===== config.mk =====
export PLATFORM = sky130hd
export DESIGN_NAME = vga_frame_scheduler
export DESIGN_NICKNAME = d
export VERILOG_FILES = /design/src/rtl/vga_timing_pkg.sv /design/src/rtl/vga_axis_counter.sv /design/src/rtl/vga_frame_scheduler.sv
export SDC_FILE = /design/constraint.sdc
export NUM_CORES = 1
export LEC_CHECK = 0
export ABC_AREA = 1
export BUFFER_PORTS_ARGS = -buffer_cell sky130_fd_sc_hd__buf_2
export CAP_MARGIN = 0
export CORE_AREA = 2 2 78 80
export DETAILED_ROUTE_END_ITERATION = 16
export DIE_AREA = 0 0 80 82
export PLACE_DENSITY = 0.62
export SLEW_MARGIN = 15
export SYNTH_ARGS = -nofsm -noshare
export SYNTH_HDL_FRONTEND = slang
export SYNTH_SLANG_ARGS = --single-unit
export TNS_END_PERCENT = 10

===== constraint.sdc =====
create_clock -name clk -period 2.5 [get_ports clk]
set_input_delay 0.5 -clock clk [delete_from_list [all_inputs] [get_ports clk]]
set_output_delay 0.5 -clock clk [all_outputs]
set_load 0.03 [all_outputs]

===== src/rtl/vga_timing_pkg.sv =====
// Raster timing constants and helpers shared by the VGA frame scheduler blocks.
package vga_timing_pkg;

  localparam int unsigned H_ACTIVE = 800;
  localparam int unsigned H_FP     = 40;
  localparam int unsigned H_SYNC   = 128;
  localparam int unsigned H_BP     = 88;
  localparam int unsigned H_TOTAL  = H_ACTIVE + H_FP + H_SYNC + H_BP;

  localparam int unsigned V_ACTIVE = 600;
  localparam int unsigned V_FP     = 1;
  localparam int unsigned V_SYNC   = 4;
  localparam int unsigned V_BP     = 23;
  localparam int unsigned V_TOTAL  = V_ACTIVE + V_FP + V_SYNC + V_BP;

  localparam int unsigned HS_START = H_ACTIVE + H_FP;
  localparam int unsigned HS_END   = HS_START + H_SYNC - 1;
  localparam int unsigned VS_START = V_ACTIVE + V_FP;
  localparam int unsigned VS_END   = VS_START + V_SYNC - 1;

  localparam int unsigned H_W    = 11;
  localparam int unsigned V_W    = 10;
  localparam int unsigned ADDR_W = 10;

  // Inclusive window test used by the sync decoders.
  function automatic logic in_range(input int unsigned v, input int unsigned lo,
                                    input int unsigned hi);
    return (v >= lo) && (v <= hi);
  endfunction

endpackage


===== src/rtl/vga_axis_counter.sv =====
// Wrap counter for one raster axis: counts 0..TOTAL-1, resets to TOTAL-1 so the
// first enabled clock after reset lands on 0.
module vga_axis_counter #(
  parameter int unsigned WIDTH = 11,
  parameter int unsigned TOTAL = 1056
) (
  input  logic             clk,
  input  logic             rst,
  input  logic             en,
  output logic [WIDTH-1:0] count,
  output logic [WIDTH-1:0] next_c,
  output logic             last_c
);

  assign last_c = (count == WIDTH'(TOTAL - 1));

  // Next count: hold when disabled, wrap after the last position.
  always_comb begin
    next_c = count;
    if (en) begin
      next_c = last_c ? '0 : count + WIDTH'(1);
    end
  end

  // Count register.
  always_ff @(posedge clk or posedge rst) begin
    if (rst) begin
      count <= WIDTH'(TOTAL - 1);
    end else begin
      count <= next_c;
    end
  end

endmodule


===== src/rtl/vga_frame_scheduler.sv =====
// Raster master: h/v counters, registered sync/display decode, one-clock-ahead
// sample-RAM prefetch and a frame-end-only display/capture bank swap arbiter.
module vga_frame_scheduler #(
  parameter int unsigned H_ACTIVE = vga_timing_pkg::H_ACTIVE,
  parameter int unsigned H_FP     = vga_timing_pkg::H_FP,
  parameter int unsigned H_SYNC   = vga_timing_pkg::H_SYNC,
  parameter int unsigned H_BP     = vga_timing_pkg::H_BP,
  parameter int unsigned V_ACTIVE = vga_timing_pkg::V_ACTIVE,
  parameter int unsigned V_FP     = vga_timing_pkg::V_FP,
  parameter int unsigned V_SYNC   = vga_timing_pkg::V_SYNC,
  parameter int unsigned V_BP     = vga_timing_pkg::V_BP,
  parameter int unsigned ADDR_W   = vga_timing_pkg::ADDR_W
) (
  input  logic                             clk,
  input  logic                             rst,
  input  logic                             swap_req,
  output logic                             swap_ack,
  output logic                             disp_bank,
  output logic                             rd_en,
  output logic [ADDR_W:0]                  rd_addr,
  output logic [vga_timing_pkg::H_W-1:0]   pixel_x,
  output logic [vga_timing_pkg::V_W-1:0]   line_y,
  output logic                             hsync,
  output logic                             vsync,
  output logic                             display,
  output logic                             line_start,
  output logic                             frame_start
);

  import vga_timing_pkg::*;

  localparam int unsigned HTOT  = H_ACTIVE + H_FP + H_SYNC + H_BP;
  localparam int unsigned VTOT  = V_ACTIVE + V_FP + V_SYNC + V_BP;
  localparam int unsigned HS_LO = H_ACTIVE + H_FP;
  localparam int unsigned HS_HI = HS_LO + H_SYNC - 1;
  localparam int unsigned VS_LO = V_ACTIVE + V_FP;
  localparam int unsigned VS_HI = VS_LO + V_SYNC - 1;

  logic [H_W-1:0] hc;
  logic [H_W-1:0] hc_nxt;
  logic           h_last;
  logic [V_W-1:0] vc;
  logic [V_W-1:0] vc_nxt;
  logic           v_last;

  logic frame_end_c;
  logic grant_c;
  logic bank_nxt_c;
  logic active_nxt_c;

  vga_axis_counter #(.WIDTH(H_W), .TOTAL(HTOT)) u_h (
    .clk    (clk),
    .rst    (rst),
    .en     (1'b1),
    .count  (hc),
    .next_c (hc_nxt),
    .last_c (h_last)
  );

  vga_axis_counter #(.WIDTH(V_W), .TOTAL(VTOT)) u_v (
    .clk    (clk),
    .rst    (rst),
    .en     (h_last),
    .count  (vc),
    .next_c (vc_nxt),
    .last_c (v_last)
  );

  // Swap grant only at the last pixel of the frame; prefetch targets the next point.
  always_comb begin
    frame_end_c  = h_last & v_last;
    grant_c      = frame_end_c & swap_req;
    bank_nxt_c   = disp_bank ^ grant_c;
    active_nxt_c = (hc_nxt < H_W'(H_ACTIVE)) && (vc_nxt < V_W'(V_ACTIVE));
  end

  // Output point is the counter position one clock late; prefetch runs one clock ahead of it.
  always_ff @(posedge clk or posedge rst) begin
    if (rst) begin
      swap_ack    <= 1'b0;
      disp_bank   <= 1'b0;
      rd_en       <= 1'b0;
      rd_addr     <= '0;
      pixel_x     <= '0;
      line_y      <= '0;
      hsync       <= 1'b0;
      vsync       <= 1'b0;
      display     <= 1'b0;
      line_start  <= 1'b0;
      frame_start <= 1'b0;
    end else begin
      swap_ack    <= grant_c;
      disp_bank   <= bank_nxt_c;
      rd_en       <= active_nxt_c;
      rd_addr     <= {bank_nxt_c, hc_nxt[ADDR_W-1:0]};
      pixel_x     <= hc;
      line_y      <= vc;
      hsync       <= in_range(32'(hc), HS_LO, HS_HI);
      vsync       <= in_range(32'(vc), VS_LO, VS_HI);
      display     <= (hc < H_W'(H_ACTIVE)) && (vc < V_W'(V_ACTIVE));
      line_start  <= (hc == '0);
      frame_start <= (hc == '0) && (vc == '0);
    end
  end

endmodule


==> metrics.csv <==
stage,metric,value,unit
cts,worst skew pair latency,0.30,ns
floorplan,I/O Pins,43,
timing,worst slew pin tran,0.670,ns
critical_path,Crit Path Max Fanout,11,
timing,max-slew violations,0,
timing,Final setup viols,0,
cts,CTS tree,done,
timing,Total Neg Setup Slack,0,ns
cells_and_area,area grow syn2layout,14.5,%
critical_path,FF-to-FF End,rd_en,
routing,post-route ant nets,0,
yosys,Synth Area in Compound Gates,4.01,%
routing,DR pass1 iterations,4,
routing,met2 wire length,2080,um
yosys,yosys warns,0,
global_routing,total track usage,15.9,%
timing,FMAX,483,MHz
floorplan,Die Span Y,82,um
yosys,number of enable flip-flop cells after synthesis,0,
cells_and_area,"Core Util, Final",49.7,%
place,gpl congestion,0.880,
critical_path,Worst Path Required,2.70,ns
cts,root buffer cell,clkbuf_8,
global_routing,GRT overflow,0,
cells_and_area,area of the multi-input gates,860,um2
yosys,Yosys top cell by area,dfrtp_1,
timing,RSZ-0062 raised after global routing,false,
cts,cts hold-fix bufs,0,
power,worst ir drop on vdd,0.224,mV
floorplan,starting density of the core,43.4,%
cells_and_area,Final #Nets,329,
place,I/O Buffers,42,
timing,final hold vios,0,
yosys,syn_nets,288,
critical_path,CP Capture Type,flip-flop,
yosys,Synth top cells by count,"55 x nand2_1, 43 x dfrtp_1, 43 x inv_1",
cells_and_area,FF+latch area,0.00139,mm2
power,total power,1.50,mW
critical_path,R2R setup slack,0.43,ns
yosys,dominant cell by count in the synthesized netlist,nand2_1,
routing,Post-Route WL,4900,um
yosys,Synth Area in Adders,3.51,%
cts,"Setup Fix Bufs, Post-CTS",0,
power,LEAKAGE,1.53,nW
yosys,Synth Instances,278,
yosys,Yosys reg bits,55,
floorplan,die width,80,um
routing,via count,1877,
place,DP HPWL,3570,um
cts,Num CTS Buffers,5,
timing,hold_ws,0.373,ns
global_routing,first-pass GRT wire length,7910,um
yosys,post-synthesis sequential area ratio,55.8,%
run,Max-cap violations,0,
floorplan,core area,0.00575,mm2
cells_and_area,fillers,548,
global_routing,initial antenna violation count,0,
floorplan,# rows,28,
critical_path,Setup Crit Path Kind,flip-flop to flip-flop,
global_routing,vias in the first global route,1602,
cts,Worst-path clk slew,0.10,ns
cells_and_area,layout cells sized above 1,23.4,%
timing,clk_skew,0.00695,ns
routing,metal1 wirelength,2430,um
outcome,status,"finished, final reports clean",
floorplan,Die ar.,0.00656,mm2
routing,drt drc,0,
yosys,Main synth FF type,dfrtp_1,
routing,drt initial violations,134,
hold_path,Tightest Hold Check Type,input port to asynchronous set/reset pin,
critical_path,CP arrival,2.27,ns
routing,met3 WL,309,um
critical_path,Critical R2R Launch,u_h.count[0],
yosys,Synth area leaders,"dfrtp_1 43%, dfstp_2 13%, nand2_1 8.3%, inv_1 6.5%, nor2_1 5.3%",
timing,Worst slew margin,55.4,%
routing,drt via density,4.75,
cts,H-tree Lvls,2,
yosys,ys async rst share,100,%
yosys,share of the synthesized area in the top cell type,43.1,%
yosys,syn avg cell area,8.97,um2
routing,WL per Instance,12.4,um
yosys,Post-Synth XOR/XNOR Area,1.40,%
yosys,largest family of logic cells by synthesized area,simple AND/OR/NAND/NOR gates,
timing,minimum clock period,2.07,ns
place,Placed Cells,387,
cells_and_area,Finished Layout Cells,395,
timing,post-route clock period utilization,82.7,%
yosys,simple-gate share of the synthesized area,25.5,%
routing,top sig layer,met4,
cells_and_area,# diodes,0,
yosys,Synth cell types,27,
critical_path,Reg2Reg Depth,10,
cts,post-cts sizing count,0,
global_routing,pin count of the biggest net entering global routing,56,
yosys,post-synthesis mux area share,0,%
power,P per Cell Area,527,mW/mm2
yosys,Syn Std Cell Area,0.00249,mm2
cts,CTS Sinks,55,
cts,clk buf depth,2,
critical_path,Setup crit start kind,flip-flop,
cells by family after synthesis:
kind of cell | Yosys count
xor+xnor | 4
buf+inv | 56
fa+ha+maj | 7
compound gates | 18
flops | 55
simple gates | 138
how the worst max path moves through the flow:
stage | slack [ns] | endpoint | start | cells after the start
after floorplan | 0.68 | disp_bank | rst | 1
after global placement | 0.54 | disp_bank | u_h.count[0] | 9
after detailed placement | 0.46 | disp_bank | u_h.count[0] | 9
after CTS | 0.43 | disp_bank | u_h.count[0] | 9
after global routing | 0.24 | rd_en | u_h.count[0] | 11
final | 0.43 | rd_en | u_h.count[0] | 10
metrics by stage:
step	setup WS, ns	instance area, um2
6_report	0.432	2860
5_1_grt	0.243	2860
4_1_cts	0.430	2860
3_5_place_dp	0.460	2740
3_3_place_gp	0.536	2740
2_1_floorplan	0.677	2490
cell type report:
type                            instances  share of cell area, %
Multi-Input combinational cell        167                   30.1
Inverter                               47                   6.22
Clock buffer                            6                   2.89
Timing Repair Buffer                   43                   7.62
Clock inverter                          2                   1.23
Tap cell                               75                   3.28
Sequential cell                        55                   48.7
power breakdown:
| group | internal, mW | switching, mW | total (mW) |
|---|---|---|---|
| Clock | 0.324 | 0.272 | 0.596 |
| Combinational | 0.00227 | 0.0168 | 0.0190 |
| Sequential | 0.890 | 0 | 0.890 |
| Total | 1.22 | 0.289 | 1.50 |
cells in the final DEF (no fill, tap or decap):
master	instances
a21oi_1	4
a311oi_1	2
buf_2	42
buf_4	1
bufinv_16	1
clkbuf_8	6
clkinv_1	1
clkinv_2	2
dfrtp_1	43
dfstp_2	12
ha_1	7
inv_1	42
inv_2	3
nand2_1	55
nand2_2	1
nand3_1	21
nand3_2	3
nand3b_2	1
nand4_1	13
nor2_1	35
nor2_4	3
nor3_1	5
nor4_1	1
o211ai_1	1
o21ai_0	9
o21ai_1	2
xnor2_1	1
xor2_1	3
sequential cells by signal (all words and copies together), names as in the netlist:
register	count
display	1
hsync	1
disp_bank	1
pixel_x	11
line_start	1
rd_addr	5
line_y	10
rd_en	1
u_v.count	10
vsync	1
swap_ack	1
frame_start	1
u_h.count	11
critical path: stages (launching register included):
cell and delay (ns):
dfstp_2 0.61, ha_1 0.25, nand3_2 0.16, nor2_4 0.26, nand2_2 0.13, clkinv_2 0.12
nand4_1 0.12, nand2_1 0.11, nand3_1 0.08, nor2_1 0.09, nor2_1 0.05
per-layer routing:
| metal | GRT usage, % | up-vias |
|---|---|---|
| li1 | - | 951 |
| met1 | 23.8 | 853 |
| met2 | 22.9 | 66 |
| met3 | 3.08 | 7 |
| met4 | 5.59 | 0 |
| met5 | 0 | - |
Note: power is estimated with default switching activity, not from simulation.
